## config.mk

```make
export PLATFORM = sky130hd
export DESIGN_NAME = mc_ctrl
export DESIGN_NICKNAME = d
export VERILOG_FILES = /design/src/rtl/mc_ctrl.sv
export SDC_FILE = /design/constraint.sdc
export NUM_CORES = 1
export LEC_CHECK = 0
export ABC_AREA = 1
export CORE_MARGIN = 2
export CORE_UTILIZATION = 62
export CTS_CLUSTER_DIAMETER = 80
export DETAILED_ROUTE_END_ITERATION = 8
export DONT_BUFFER_PORTS = 1
export HOLD_SLACK_MARGIN = 0.05
export PLACE_DENSITY = 0.78
export SLEW_MARGIN = 5
export SYNTH_ARGS = -nofsm -noshare
export SYNTH_HDL_FRONTEND = slang
export SYNTH_SLANG_ARGS = --single-unit
```

## constraint.sdc

```tcl
create_clock -name clk -period 2.1 [get_ports clk]
set_input_delay 0.525 -clock clk [delete_from_list [all_inputs] [get_ports clk]]
set_output_delay 0.525 -clock clk [all_outputs]
set_load 0.005 [all_outputs]
```

## src/rtl/mc_ctrl.sv

```systemverilog
// mc_ctrl: multicycle IF/ID/EX/MEM/WB sequencer for the MIPS datapath.
// Instruction fetch and data access use req/rdy handshakes guarded by a wait-cycle timeout.
module mc_ctrl #(
   parameter int unsigned TIMEOUT = 255
) (
   input  logic        clk,
   input  logic        rst,
   input  logic [31:0] ins,
   input  logic        zero,
   input  logic        imRdy,
   input  logic        dmRdy,
   output logic        imReq,
   output logic        dmReq,
   output logic        irWr,
   output logic        pcWr,
   output logic [1:0]  pcSrc,
   output logic        regWr,
   output logic        regDst,
   output logic        aluSrc,
   output logic        extOp,
   output logic        memtoReg,
   output logic        memWr,
   output logic [3:0]  aluCtr,
   output logic        illegal,
   output logic        trap,
   output logic [2:0]  state
);

   localparam logic [2:0] S_IF  = 3'd0;
   localparam logic [2:0] S_ID  = 3'd1;
   localparam logic [2:0] S_EX  = 3'd2;
   localparam logic [2:0] S_MEM = 3'd3;
   localparam logic [2:0] S_WB  = 3'd4;
   localparam logic [2:0] S_ERR = 3'd7;

   localparam logic [5:0] OP_R   = 6'h00;
   localparam logic [5:0] OP_J   = 6'h02;
   localparam logic [5:0] OP_BEQ = 6'h04;
   localparam logic [5:0] OP_ORI = 6'h0D;
   localparam logic [5:0] OP_LUI = 6'h0F;
   localparam logic [5:0] OP_LW  = 6'h23;
   localparam logic [5:0] OP_SW  = 6'h2B;

   localparam logic [5:0] FN_ADDU = 6'h21;
   localparam logic [5:0] FN_SUBU = 6'h23;
   localparam logic [5:0] FN_AND  = 6'h24;
   localparam logic [5:0] FN_OR   = 6'h25;
   localparam logic [5:0] FN_SLT  = 6'h2A;

   localparam logic [3:0] ALU_ADD = 4'b0000;
   localparam logic [3:0] ALU_SUB = 4'b0001;
   localparam logic [3:0] ALU_OR  = 4'b0010;
   localparam logic [3:0] ALU_AND = 4'b0011;
   localparam logic [3:0] ALU_SLT = 4'b0100;
   localparam logic [3:0] ALU_LUI = 4'b0101;

   localparam logic [9:0] WAIT_LAST = 10'(TIMEOUT - 32'd1);

   function automatic logic [3:0] r_alu(input logic [5:0] fn);
      logic [3:0] a;
      case (fn)
         FN_ADDU: a = ALU_ADD;
         FN_SUBU: a = ALU_SUB;
         FN_AND:  a = ALU_AND;
         FN_OR:   a = ALU_OR;
         FN_SLT:  a = ALU_SLT;
         default: a = ALU_ADD;
      endcase
      return a;
   endfunction

   logic [2:0] state_r;
   logic [2:0] nxt_s;
   logic       trap_r;
   logic [9:0] cnt_r;
   logic [5:0] op_s;
   logic [5:0] fn_s;
   logic       is_r_s, is_ori_s, is_lui_s, is_lw_s, is_sw_s, is_beq_s, is_j_s, legal_s;
   logic       wait_s;
   logic       timeout_s;
   logic       unused_ins_s;

   assign op_s         = ins[31:26];
   assign fn_s         = ins[5:0];
   assign unused_ins_s = ^ins[25:6];
   assign trap         = trap_r;
   assign state        = state_r;

   // Instruction class decode from the IR contents
   always_comb begin
      is_r_s   = 1'b0;
      is_ori_s = 1'b0;
      is_lui_s = 1'b0;
      is_lw_s  = 1'b0;
      is_sw_s  = 1'b0;
      is_beq_s = 1'b0;
      is_j_s   = 1'b0;
      case (op_s)
         OP_R: begin
            case (fn_s)
               FN_ADDU, FN_SUBU, FN_AND, FN_OR, FN_SLT: is_r_s = 1'b1;
               default:                                 is_r_s = 1'b0;
            endcase
         end
         OP_ORI:  is_ori_s = 1'b1;
         OP_LUI:  is_lui_s = 1'b1;
         OP_LW:   is_lw_s  = 1'b1;
         OP_SW:   is_sw_s  = 1'b1;
         OP_BEQ:  is_beq_s = 1'b1;
         OP_J:    is_j_s   = 1'b1;
         default: is_r_s   = 1'b0;
      endcase
      legal_s = is_r_s | is_ori_s | is_lui_s | is_lw_s | is_sw_s | is_beq_s | is_j_s;
   end

   // Handshake wait detection; rdy in the last allowed cycle still wins over the timeout
   always_comb begin
      if (state_r == S_IF) begin
         wait_s = ~imRdy;
      end else if (state_r == S_MEM) begin
         wait_s = ~dmRdy;
      end else begin
         wait_s = 1'b0;
      end
      timeout_s = wait_s & (cnt_r == WAIT_LAST);
   end

   // Next-state selection
   always_comb begin
      nxt_s = state_r;
      case (state_r)
         S_IF: begin
            if (imRdy) begin
               nxt_s = S_ID;
            end else if (timeout_s) begin
               nxt_s = S_ERR;
            end else begin
               nxt_s = S_IF;
            end
         end
         S_ID: begin
            if (!legal_s || is_j_s) begin
               nxt_s = S_IF;
            end else begin
               nxt_s = S_EX;
            end
         end
         S_EX: begin
            if (is_lw_s || is_sw_s) begin
               nxt_s = S_MEM;
            end else if (is_beq_s) begin
               nxt_s = S_IF;
            end else begin
               nxt_s = S_WB;
            end
         end
         S_MEM: begin
            if (dmRdy) begin
               nxt_s = is_sw_s ? S_IF : S_WB;
            end else if (timeout_s) begin
               nxt_s = S_ERR;
            end else begin
               nxt_s = S_MEM;
            end
         end
         S_WB:    nxt_s = S_IF;
         S_ERR:   nxt_s = S_ERR;
         default: nxt_s = S_ERR;
      endcase
   end

   // State, sticky trap and wait counter registers
   always_ff @(posedge clk) begin
      if (rst) begin
         state_r <= S_IF;
         trap_r  <= 1'b0;
         cnt_r   <= 10'd0;
      end else begin
         state_r <= nxt_s;
         trap_r  <= trap_r | (nxt_s == S_ERR);
         if (nxt_s != state_r) begin
            cnt_r <= 10'd0;
         end else if (wait_s) begin
            cnt_r <= cnt_r + 10'd1;
         end else begin
            cnt_r <= cnt_r;
         end
      end
   end

   // Per-state strobes; ALU controls stay valid from EX through WB so the
   // address and writeback paths remain stable while the access completes
   always_comb begin
      imReq    = 1'b0;
      dmReq    = 1'b0;
      irWr     = 1'b0;
      pcWr     = 1'b0;
      pcSrc    = 2'b00;
      regWr    = 1'b0;
      regDst   = 1'b0;
      aluSrc   = 1'b0;
      extOp    = 1'b0;
      memtoReg = 1'b0;
      memWr    = 1'b0;
      aluCtr   = ALU_ADD;
      illegal  = 1'b0;
      if (rst) begin
         illegal = 1'b0;
      end else begin
         case (state_r)
            S_IF: begin
               imReq = 1'b1;
               irWr  = imRdy;
               pcWr  = imRdy;
            end
            S_ID: begin
               if (!legal_s) begin
                  illegal = 1'b1;
               end else if (is_j_s) begin
                  pcWr  = 1'b1;
                  pcSrc = 2'b10;
               end else begin
                  illegal = 1'b0;
               end
            end
            S_EX: begin
               if (is_beq_s) begin
                  pcWr  = zero;
                  pcSrc = 2'b01;
               end else begin
                  pcWr = 1'b0;
               end
            end
            S_MEM: begin
               dmReq = 1'b1;
               memWr = is_sw_s;
            end
            S_WB: begin
               regWr    = 1'b1;
               regDst   = is_r_s;
               memtoReg = is_lw_s;
            end
            S_ERR:   illegal = 1'b0;
            default: illegal = 1'b0;
         endcase
         if ((state_r == S_EX) || (state_r == S_MEM) || (state_r == S_WB)) begin
            if (is_r_s) begin
               aluCtr = r_alu(fn_s);
            end else if (is_ori_s) begin
               aluSrc = 1'b1;
               aluCtr = ALU_OR;
            end else if (is_lui_s) begin
               aluSrc = 1'b1;
               aluCtr = ALU_LUI;
            end else if (is_lw_s || is_sw_s) begin
               aluSrc = 1'b1;
               extOp  = 1'b1;
               aluCtr = ALU_ADD;
            end else if (is_beq_s) begin
               aluCtr = ALU_SUB;
            end else begin
               aluCtr = ALU_ADD;
            end
         end else begin
            aluCtr = ALU_ADD;
         end
      end
   end

endmodule

```

After elaboration in Yosys (flattened, before gate mapping) --
Index checks and enable logic that the tools add are counted.
Storage, ports and cells: flip-flop bits (word level) 14, input port bits 37, output and inout port bits 21, logic and storage cells 106
Cells by class: $add $sub $neg 1, equal/unequal tests 18, multiplexer cells 65, bitwise operators 10, reductions and logical operators 9
Operator list (number):
- $mux 1 | 45
- $eq 6x6->1 const B | 7
- $mux 3 | 9
- $pmux 3 s5 | 1
- $eq 6x4->1 const B | 2
- $mux 4 | 3
- $pmux 3 s4 | 1
- $add 10x1->10 const B | 1
- $eq 10x8->1 const B | 1
- $mux 2 | 4
- $or 1x1->1 | 7
- $eq 3x2->1 const B | 2
- $eq 3x3->1 const B | 2
- $eq 6x2->1 const B | 1
- $eq 6x3->1 const B | 1
- $logic_not 6->1 | 1
- $reduce_or 5->1 | 1
- $logic_or 1x1->1 | 4
- $pmux 2 s2 | 1
- $eq 3x1->1 const B | 1
- $logic_not 3->1 | 1
- $ne 3x3->1 | 1
- $pmux 1 s3 | 1
- $not 1->1 | 2
- other kinds (3) | 3

Depth between registers and ports, before layout --
Gate-level depths: netlist of the first run.
word-level depth 16, mapped depth 14, depth with buffers taken out 14

Least setup slack after synthesis of the first run --
Ideal clock, no wire load.
kind input -> output, start in ins[5], end out aluCtr[1], arrival 1.388 ns, required time 1.575 ns, setup slack 0.187 ns, stages 8, buffers on the path 0, cells stage by stage inv_1 -> nor2_1 -> nand3_1 -> nand2_1 -> o21ai_0 -> nand2_1 -> nand2_1 -> nor3_1
Between the ends: longest elaborated chain between the ends 7, elaborated cells on any way between the ends 12, classes of those cells 5 x eq/ne; 6 x mux; 1 x reduce/logical
Ends and longest elaborated chain:
- start, declared | RTL line 8 | input logic [31:0] ins,
- $eq 6x6->1, on equally long branches | RTL line 61, 100
- $reduce_or 5->1 | RTL line 100 | case (fn_s)
- $mux 1 | RTL line 100
- $mux 1 | RTL line 98 | case (op_s)
- $mux 4 (*) | RTL line 247 | if (is_r_s) begin
- $mux 4 (*) | RTL line 246 | if ((state_r == S_EX) || (state_r == S_MEM) || (state_r == S_WB)) begin
- $mux 4 (*) | RTL line 207 | if (rst) begin
- end, declared | RTL line 23 | output logic [3:0] aluCtr,
Every way passes the cells marked *; elsewhere a longest branch is shown, timed or not.

Worst setup path after layout of the first run --
start reg state_r[1] (netlist: state[1]), end out pcWr
Between the ends: longest elaborated chain between the ends 3, elaborated cells on any way between the ends 5, classes of those cells 2 x eq/ne; 2 x mux; 1 x reduce/logical
Ends and longest elaborated chain:
- start, declared | RTL line 72 | logic [2:0] state_r;
- start signal, assigned | RTL line 179 | state_r <= nxt_s;
- $eq 3x2->1 (tied with other cells) | RTL line 210 | case (state_r)
- $pmux 1 s3 (*) | RTL line 210
- $mux 1 (*) | RTL line 207
- end, declared | RTL line 15 | output logic pcWr,
Marked as above.

==> impl_metrics.yaml, run 1 <==
detailed_routing:
  routedWlPerCell_um: 11.9
  vias_per_cell: 5.30
  ant_nets: 0
  dr.pass1.iters: 4
  via_count: 1193
  post-route-drc-count: 0
  drt-initial-drc-count: 18
  routed_wl_um: 2680
worst_setup_path:
  critPathLaunch: "state[1]"
  timing.rr.start: "cnt_r[0]"
  cp_slowest_cell: "dfxtp_2"
  critPathRequiredTime_ns: 1.57
  cp.arrival_ns: 1.47
  end_kind: "output port"
  slowest_delay_ns: 0.36
  crit_type: "flip-flop to output port"
  reg2reg_slack_ns: 0.28
  crit_fanout: 6
  start_kind: "flip-flop"
  crit_top_cell: "nand2_1"
  path_buf_inv: 1
  path_cells: "inv_1 -> nand2_1 -> nor2_2 -> nand2_1 -> o21ai_0 -> a31oi_1 -> nor2_1"
  critPathTopFamily: "simple AND/OR/NAND/NOR gates"
sta:
  setup_ws_ns: 0.103
  setup_violations: 0
  fmax_mhz: 501
  drv_slew: 0
  hold_viol: 0
  min_period_over_period: 0.951
  period_needed_ns: 2.00
  fin_skew_ns: 0.00591
pwr:
  p_leak_nw: 0.570
  finalPower_uw: 507
  cellPowerDensity_nw_per_um2: 409
  peakVddDrop_uv: 454
global_route:
  overflow: 0
  grt_pass1_vias: 1012
  grt_max_degree: 12
  grt_pass1_wl_um: 4130
  grtUsageTotal: 0.263
  antenna_found_initial: 0
place:
  place_hpwl_um: 2160
  post-place-ws_ns: -0.0465
  gp_routability_congestion: 0.906
  port_buffers: 0
  placed_cell_area_um2: 1200
run_status:
  run_status: "complete, no violations"
clock_network:
  cts_tree: "built"
  clock_path_buffers: 2
  root_buffer: "clkbuf_4"
  h-tree-depth: 1
  post_cts_buffers: 0
  clk_latency_ns: 0.28
  numCtsBuffers: 3
  clk_pin_slew_ns: 0.08
  cts_sinks: 14
finish:
  utilization: 0.703
  diodes: 0
  layout-drive-gt1-share: 0.100
  area_growth_pct: 5.43
  design_area_um2: 1240
  fin_nets: 241
floorplan:
  die_h_um: 47.6
  fp.dieW_um: 47.6
  start_util: 0.667
  pin_count: 58
  die_area_um2: 2260
  core_area_um2: 1760
  rows: 15
synthesis:
  synth.avg_cell_area_um2: 5.94
  netlist_area_um2: 1180
  ys_seq_area_frac: 0.238
  synth_cell_types: 30
  synth-seq-cells: 14
  synth_nets: 237
  synthCells: 198
  yosysWarningCount: 0
hold_path:
  hp-start: "rst"
  hold_class: "input port to flip-flop"
job:
  drv_cap: 0
power by group:
group	leakage, nW	switching (mW)	total (mW)	internal [mW]
registers	0.114	0.00705	0.277	0.270
clock network	0.0138	0.0843	0.151	0.0667
logic	0.441	0.0525	0.0791	0.0266
routing by layer:
| layer | global-route usage | vias up | wire [µm] |
|---|---|---|---|
| met2 | 0.446 | 32 | 1300 |
| met4 | 0.0811 | 0 | 36 |
| met5 | 0 | - | 0 |
| met1 | 0.312 | 527 | 1190 |
| li1 | - | 630 | - |
| met3 | 0.0906 | 4 | 155 |
placed cells by master, fill, tap and decap left out:
cell	count
dfxtp_1	11
ha_1	2
nor3_1	5
nor2_1	49
nand3_2	1
o21ai_1	1
buf_4	1
nor4_1	1
a211oi_1	1
nand3b_1	1
nand3_1	12
xor2_1	4
clkbuf_4	3
or2_4	1
inv_1	28
nor2_2	3
and3_1	2
a31oi_1	2
xnor2_1	5
a21oi_1	5
nor2_4	1
dfxtp_2	3
nand2_1	42
conb_1	1
o21ai_0	1
mux2i_1	1
nand4_1	6
nand2_2	2
nand2_4	1
nand4_4	1
nor3_2	2
nand4_2	1
logic make-up after synthesis:
group	Yosys count	synth area share
simple gates	131	0.516
buf+inv	30	0.0989
flops	14	0.238
compound gates	10	0.0468
xor+xnor	9	0.0670
fa+ha+maj	2	0.0213
other cells	1	0.00319
mux	1	0.00851
synth_stat cells, drive strengths merged:
cell type,n,share of area
a211oi,1,0.0064
o21ai,2,0.0085
and3,2,0.011
conb,1,0.0032
nand4,8,0.061
a31oi,2,0.011
nor3,7,0.034
mux2i,1,0.0085
xor2,4,0.030
a21oi,5,0.021
ha,2,0.021
or2,1,0.0074
nand3b,1,0.0064
nor4,1,0.0053
inv,28,0.089
dfxtp,14,0.24
nor2,53,0.18
nand3,13,0.060
nand2,45,0.15
buf,1,0.0064
clkbuf,1,0.0032
xnor2,5,0.037
metrics by stage:
stage | hold slack [ns] | std cells | setup TNS, ns
2_1_floorplan | 0.460 | 198 | 0
3_3_place_gp | 0.510 | 222 | 0
3_5_place_dp | 0.510 | 222 | -0.0465
4_1_cts | 0.283 | 225 | 0
5_1_grt | 0.285 | 225 | -0.00826
6_report | 0.291 | 225 | 0
repair_timing:
item / 4_1_cts / 5_1_grt
gates cloned: 0 / 0
hold buffers: 0 / 0
gates resized for setup: 2 / 5
endpoints found under the setup margin: 2 / 7
endpoints found under the hold margin: 0 / 0
sequential cells by signal, indices dropped and copies added, names as in the netlist:
name,flops
cnt_r,10
state,3
trap,1
final timing paths:
check             end  cells past startpoint
max              pcWr                      7
min          state[0]                      1
max reg2reg  cnt_r[4]                     13
min reg2reg      trap                      2
layout make-up:
cell class                 count  area (µm²)
sequential                    14         284
tap                           25        31.3
timing repair buffer           1        7.51
fill                         178         524
inverter                      28         105
clock buffer                   3        22.5
multi-input combinational    154         790
(Power assumes the default switching activity.)
==> inputs of run 2 (changes only) <==
--- a/config.mk
+++ b/config.mk
@@ -7,13 +7,13 @@
 export LEC_CHECK = 0
 export ABC_AREA = 1
 export CORE_MARGIN = 2
-export CORE_UTILIZATION = 62
-export CTS_CLUSTER_DIAMETER = 80
+export CORE_UTILIZATION = 41
 export DETAILED_ROUTE_END_ITERATION = 8
 export DONT_BUFFER_PORTS = 1
 export HOLD_SLACK_MARGIN = 0.05
-export PLACE_DENSITY = 0.78
+export PLACE_DENSITY = 0.55
 export SLEW_MARGIN = 5
 export SYNTH_ARGS = -nofsm -noshare
 export SYNTH_HDL_FRONTEND = slang
 export SYNTH_SLANG_ARGS = --single-unit
+export TNS_END_PERCENT = 10
==> run 2 against run 1 <==
  * Hold slack improved by 0.0048 ns
  * Register-to-register slack hardly changed
  * Total power increased by 8.5%
  * Largest cell class unchanged
  * Final area is 1.9% higher
  * Die area rose by 47%
  * Critical path depth unchanged
  * Global-route usage decreased by 8.2 points
  * Non-clock buffer count unchanged
==> impl_metrics.yaml, run 2 (synthesis gave the netlist of run 1 again) <==
run_status:
  run_status: "complete, no violations"
worst_setup_path:
  end_kind: "output port"
  path_buf_inv: 1
  critPathLaunch: "state[1]"
  cp.arrival_ns: 1.49
  timing.rr.start: "cnt_r[0]"
  crit_type: "flip-flop to output port"
  slowest_delay_ns: 0.37
  path_cells: "inv_1 -> nand2_1 -> nor2_2 -> nand2_1 -> o21ai_0 -> a31oi_1 -> nor2_1"
  crit_fanout: 6
  reg2reg_slack_ns: 0.29
  start_kind: "flip-flop"
  critPathRequiredTime_ns: 1.57
  cp_slowest_cell: "dfxtp_2"
  critPathTopFamily: "simple AND/OR/NAND/NOR gates"
  crit_top_cell: "nand2_1"
floorplan:
  die_h_um: 57.6
  core_area_um2: 2730
  die_area_um2: 3310
  rows: 19
  fp.dieW_um: 57.6
  pin_count: 58
  start_util: 0.430
pwr:
  finalPower_uw: 550
  cellPowerDensity_nw_per_um2: 435
  peakVddDrop_uv: 295
  p_leak_nw: 0.578
finish:
  regMostFlops: "cnt_r"
  utilization: 0.462
  final_common_cell: "nor2_1"
  largest_register_ffs: 10
  area_growth_pct: 7.45
  layout-drive-gt1-share: 0.109
  fin_nets: 241
  final_cell_mix: "48 x nor2_1, 42 x nand2_1, 28 x inv_1, 12 x nand3_1, 11 x dfxtp_1"
  design_area_um2: 1260
  diodes: 0
sta:
  fin_skew_ns: 0.00358
  setup_ws_ns: 0.0837
  hold_viol: 0
  rsz0062_at_grt: "yes"
  drv_slew: 0
  period_needed_ns: 2.02
  min_period_over_period: 0.960
  setup_violations: 0
  fmax_mhz: 496
global_route:
  grt_pass1_wl_um: 4740
  overflow: 0
  grt_max_degree: 12
  grt_pass1_vias: 1091
  antenna_found_initial: 0
  grtUsageTotal: 0.181
clock_network:
  clk_latency_ns: 0.28
  h-tree-depth: 1
  root_buffer: "clkbuf_4"
  hold_buffers: 0
  cts_tree: "built"
  clk_pin_slew_ns: 0.09
  cts_resized: 4
  numCtsBuffers: 3
  cts_sinks: 14
  post_cts_buffers: 0
  clock_path_buffers: 2
detailed_routing:
  routed_wl_um: 2770
  ant_nets: 0
  dr.pass1.iters: 4
  post-route-drc-count: 0
  vias_per_cell: 5.18
  via_count: 1201
  routedWlPerCell_um: 11.9
  drt-initial-drc-count: 47
place:
  place_hpwl_um: 2270
  gp_routability_congestion: 0.904
  post-place-ws_ns: -0.0166
  placed_cell_area_um2: 1210
  port_buffers: 0
job:
  drv_cap: 0
hold_path:
  hold_class: "input port to flip-flop"
  hp-start: "rst"
==> run 2: changes by cell type in the layout (fill, tap and decap cells not counted) <==
| cell | previous run | this run |
|---|---|---|
| nor2_1 | 49 | 48 |
| clkbuf_8 | 0 | 1 |
| nor2_2 | 3 | 4 |
==> run 2: routing by layer <==
| layer | routed length (µm) | part of all wire | up-vias | GRT usage |
|---|---|---|---|---|
| li1 | - | - | 628 | - |
| met2 | 1210 | 0.44 | 32 | 0.276 |
| met3 | 174 | 0.063 | 2 | 0.0522 |
| met4 | 17 | 0.0061 | 0 | 0.0432 |
| met5 | 0 | 0 | - | 0 |
| met1 | 1360 | 0.49 | 539 | 0.252 |
==> run 2: per-stage QoR <==
| stage | hold slack, ns | setup TNS (ns) | std cells |
|---|---|---|---|
| floorplan | 0.460 | 0 | 198 |
| global placement | 0.510 | 0 | 228 |
| detailed placement | 0.528 | -0.0166 | 228 |
| CTS | 0.281 | 0 | 232 |
| global route | 0.278 | -0.0603 | 232 |
| finish | 0.296 | 0 | 232 |
==> run 2: worst paths after layout <==
check,to,cells after the start
max reg2reg,cnt_r[6],13
min reg2reg,trap,2
max,pcWr,7
min,state[1],1
==> run 2: where the power goes <==
group	internal (mW)	switching (mW)	total, mW
clock	0.105	0.0884	0.194
sequential	0.270	0.00689	0.276
combinational	0.0266	0.0529	0.0796
total	0.402	0.148	0.550
==> run 2: cell type report <==
cell class                 instances  area [µm²]
timing repair buffer               1        7.51
inverter                          28         105
fill                             308        1470
tap                               31        38.8
multi-input combinational        154         792
sequential                        14         284
clock buffer                       4        36.3
==> inputs of run 3 (changes only) <==
--- a/config.mk
+++ b/config.mk
@@ -11,9 +11,9 @@
 export DETAILED_ROUTE_END_ITERATION = 8
 export DONT_BUFFER_PORTS = 1
 export HOLD_SLACK_MARGIN = 0.05
-export PLACE_DENSITY = 0.55
+export PLACE_DENSITY_LB_ADDON = 0.05
 export SLEW_MARGIN = 5
 export SYNTH_ARGS = -nofsm -noshare
 export SYNTH_HDL_FRONTEND = slang
 export SYNTH_SLANG_ARGS = --single-unit
-export TNS_END_PERCENT = 10
+export TNS_END_PERCENT = 1
==> constraint.sdc (replaced) <==
create_clock -name clk -period 2.21 [get_ports clk]
set_input_delay 0.5525 -clock clk [delete_from_list [all_inputs] [get_ports clk]]
set_output_delay 0.5525 -clock clk [all_outputs]
set_load 0.005 [all_outputs]
==> run 3 against run 2 <==
  * Non-clock buffer count did not move
  * Critical path depth rose by 1
  * Via count fell by 0.58%
  * Global-route usage barely moved
  * Count of clock-buffer cells in the layout did not move
  * Cell count did not move
  * Largest cell class unchanged
==> impl_metrics.yaml, run 3 (synthesis gave the netlist of run 1 again) <==
run_status:
  run_status: "complete, no violations"
clock_network:
  cts_sinks: 14
  post_cts_buffers: 0
  cts_tree: "built"
  clock_path_buffers: 2
  h-tree-depth: 1
  numCtsBuffers: 3
  root_buffer: "clkbuf_4"
  hold_buffers: 0
  clk_pin_slew_ns: 0.09
  clk_latency_ns: 0.28
sta:
  drv_slew: 0
  setup_ws_ns: 0.181
  period_needed_ns: 2.03
  rsz0062_at_grt: "no"
  hold_viol: 0
  setup_violations: 0
  fmax_mhz: 493
  min_period_over_period: 0.918
  setup-tns-final_ns: 0
  fin_skew_ns: 0.00208
finish:
  regMostFlops: "cnt_r"
  multi_input_area_um2: 785
  diodes: 0
  final_cell_mix: "49 x nor2_1, 42 x nand2_1, 28 x inv_1, 12 x nand3_1, 11 x dfxtp_1"
  fin_nets: 241
  fillCellCount: 309
  layout-drive-gt1-share: 0.0995
  regArea_um2: 284
  final_common_cell: "nor2_1"
  largest_register_ffs: 10
  area_growth_pct: 6.81
pwr:
  cellPowerDensity_nw_per_um2: 416
  peakVddDrop_uv: 281
  p_leak_nw: 0.577
global_route:
  grt_pass1_wl_um: 4700
  grt_pass1_vias: 1067
  grtUsageTotal: 0.181
  overflow: 0
  antenna_found_initial: 0
  grt_max_degree: 12
worst_setup_path:
  r2r-end: "cnt_r[0]"
  crit_type: "input port to output port"
  path_cells: "inv_1 -> nor2_2 -> nand3_1 -> nand2_1 -> o21ai_1 -> nand2_1 -> nand2_1 -> nor3_1"
  reg2reg_slack_ns: 0.41
  slowest_delay_ns: 0.23
  timing.rr.start: "cnt_r[0]"
  critPathRequiredTime_ns: 1.66
  crit_fanout: 5
  reg2reg_depth: 14
  cp_slowest_cell: "nor3_1"
  end_kind: "output port"
  start_kind: "input port"
  crit_top_cell: "nand2_1"
  cp.arrival_ns: 1.48
floorplan:
  start_util: 0.430
  die_area_um2: 3310
  rows: 19
  fp.dieW_um: 57.6
  core_area_um2: 2730
  pin_count: 58
  die_h_um: 57.6
detailed_routing:
  dr.pass1.iters: 4
  via_count: 1194
  post-route-drc-count: 0
  drt-initial-drc-count: 42
  routedWlPerCell_um: 11.9
  ant_nets: 0
  vias_per_cell: 5.15
  routed_wl_um: 2770
hold_path:
  hp-start: "rst"
  hold_path_end: "state[1]"
  hold_class: "input port to flip-flop"
  hold-path-cell-count: 1
place:
  gp_routability_congestion: 0.936
  port_buffers: 0
  post-place-ws_ns: -0.00503
  place_hpwl_um: 2280
job:
  drv_cap: 0
[run 3: cell counts in the layout (fill, tap and decap cells not counted)]
Identical to the previous run, type by type.
[run 3: critical path: cells and delay by family]
| kind | cells | cell delay (ns) |
|---|---|---|
| simple gates | 6 | 0.76 |
| compound gates | 1 | 0.14 |
| buf+inv | 1 | 0.03 |
[run 3: worst max-delay path by stage]
stage                endpoint  cells past startpoint  startpoint  slack [ns]
global placement    aluCtr[1]                      8      ins[5]        0.06
finish              aluCtr[1]                      8      ins[5]        0.18
detailed placement  aluCtr[1]                      8      ins[5]      -0.005
global route        aluCtr[1]                      8      ins[5]        0.03
floorplan           aluCtr[1]                      8      ins[5]        0.24
CTS                      pcWr                      7    state[0]        0.04
[run 3: final cells by class]
cell class                      count  share of cell area
Clock buffer                        4              0.0289
Inverter                           28              0.0837
Multi-Input combinational cell    154               0.625
Sequential cell                    14               0.226
Tap cell                           31              0.0309
Timing Repair Buffer                1             0.00598
[run 3: repair_timing]
item	in CTS	in global routing
cloned	0	0
resized for setup	1	5
setup endpoints to repair	1	6
[run 3: through the flow]
stage	util	power [mW]	std cells	hold slack, ns	instance area, µm²
finish	0.459	0.523	232	0.323	1260
global placement	0.443	0.341	228	0.514	1210
CTS	0.457	0.535	232	0.316	1250
floorplan	-	0.330	198	0.460	1180
global route	0.459	0.558	232	0.302	1260
detailed placement	0.443	0.342	228	0.518	1210
[run 3: metal layers]
layer  vias to the layer above  share of wire  global-route usage
met5                         -              0                   0
met3                         2          0.051              0.0590
met4                         0         0.0033              0.0332
met2                        28           0.47               0.289
li1                        627              -                   -
met1                       537           0.48               0.240
[run 3: power breakdown]
part	switching [mW]	total (mW)	internal, mW
Clock	0.0852	0.185	0.100
Sequential	0.00634	0.262	0.256
Combinational	0.0497	0.0749	0.0252
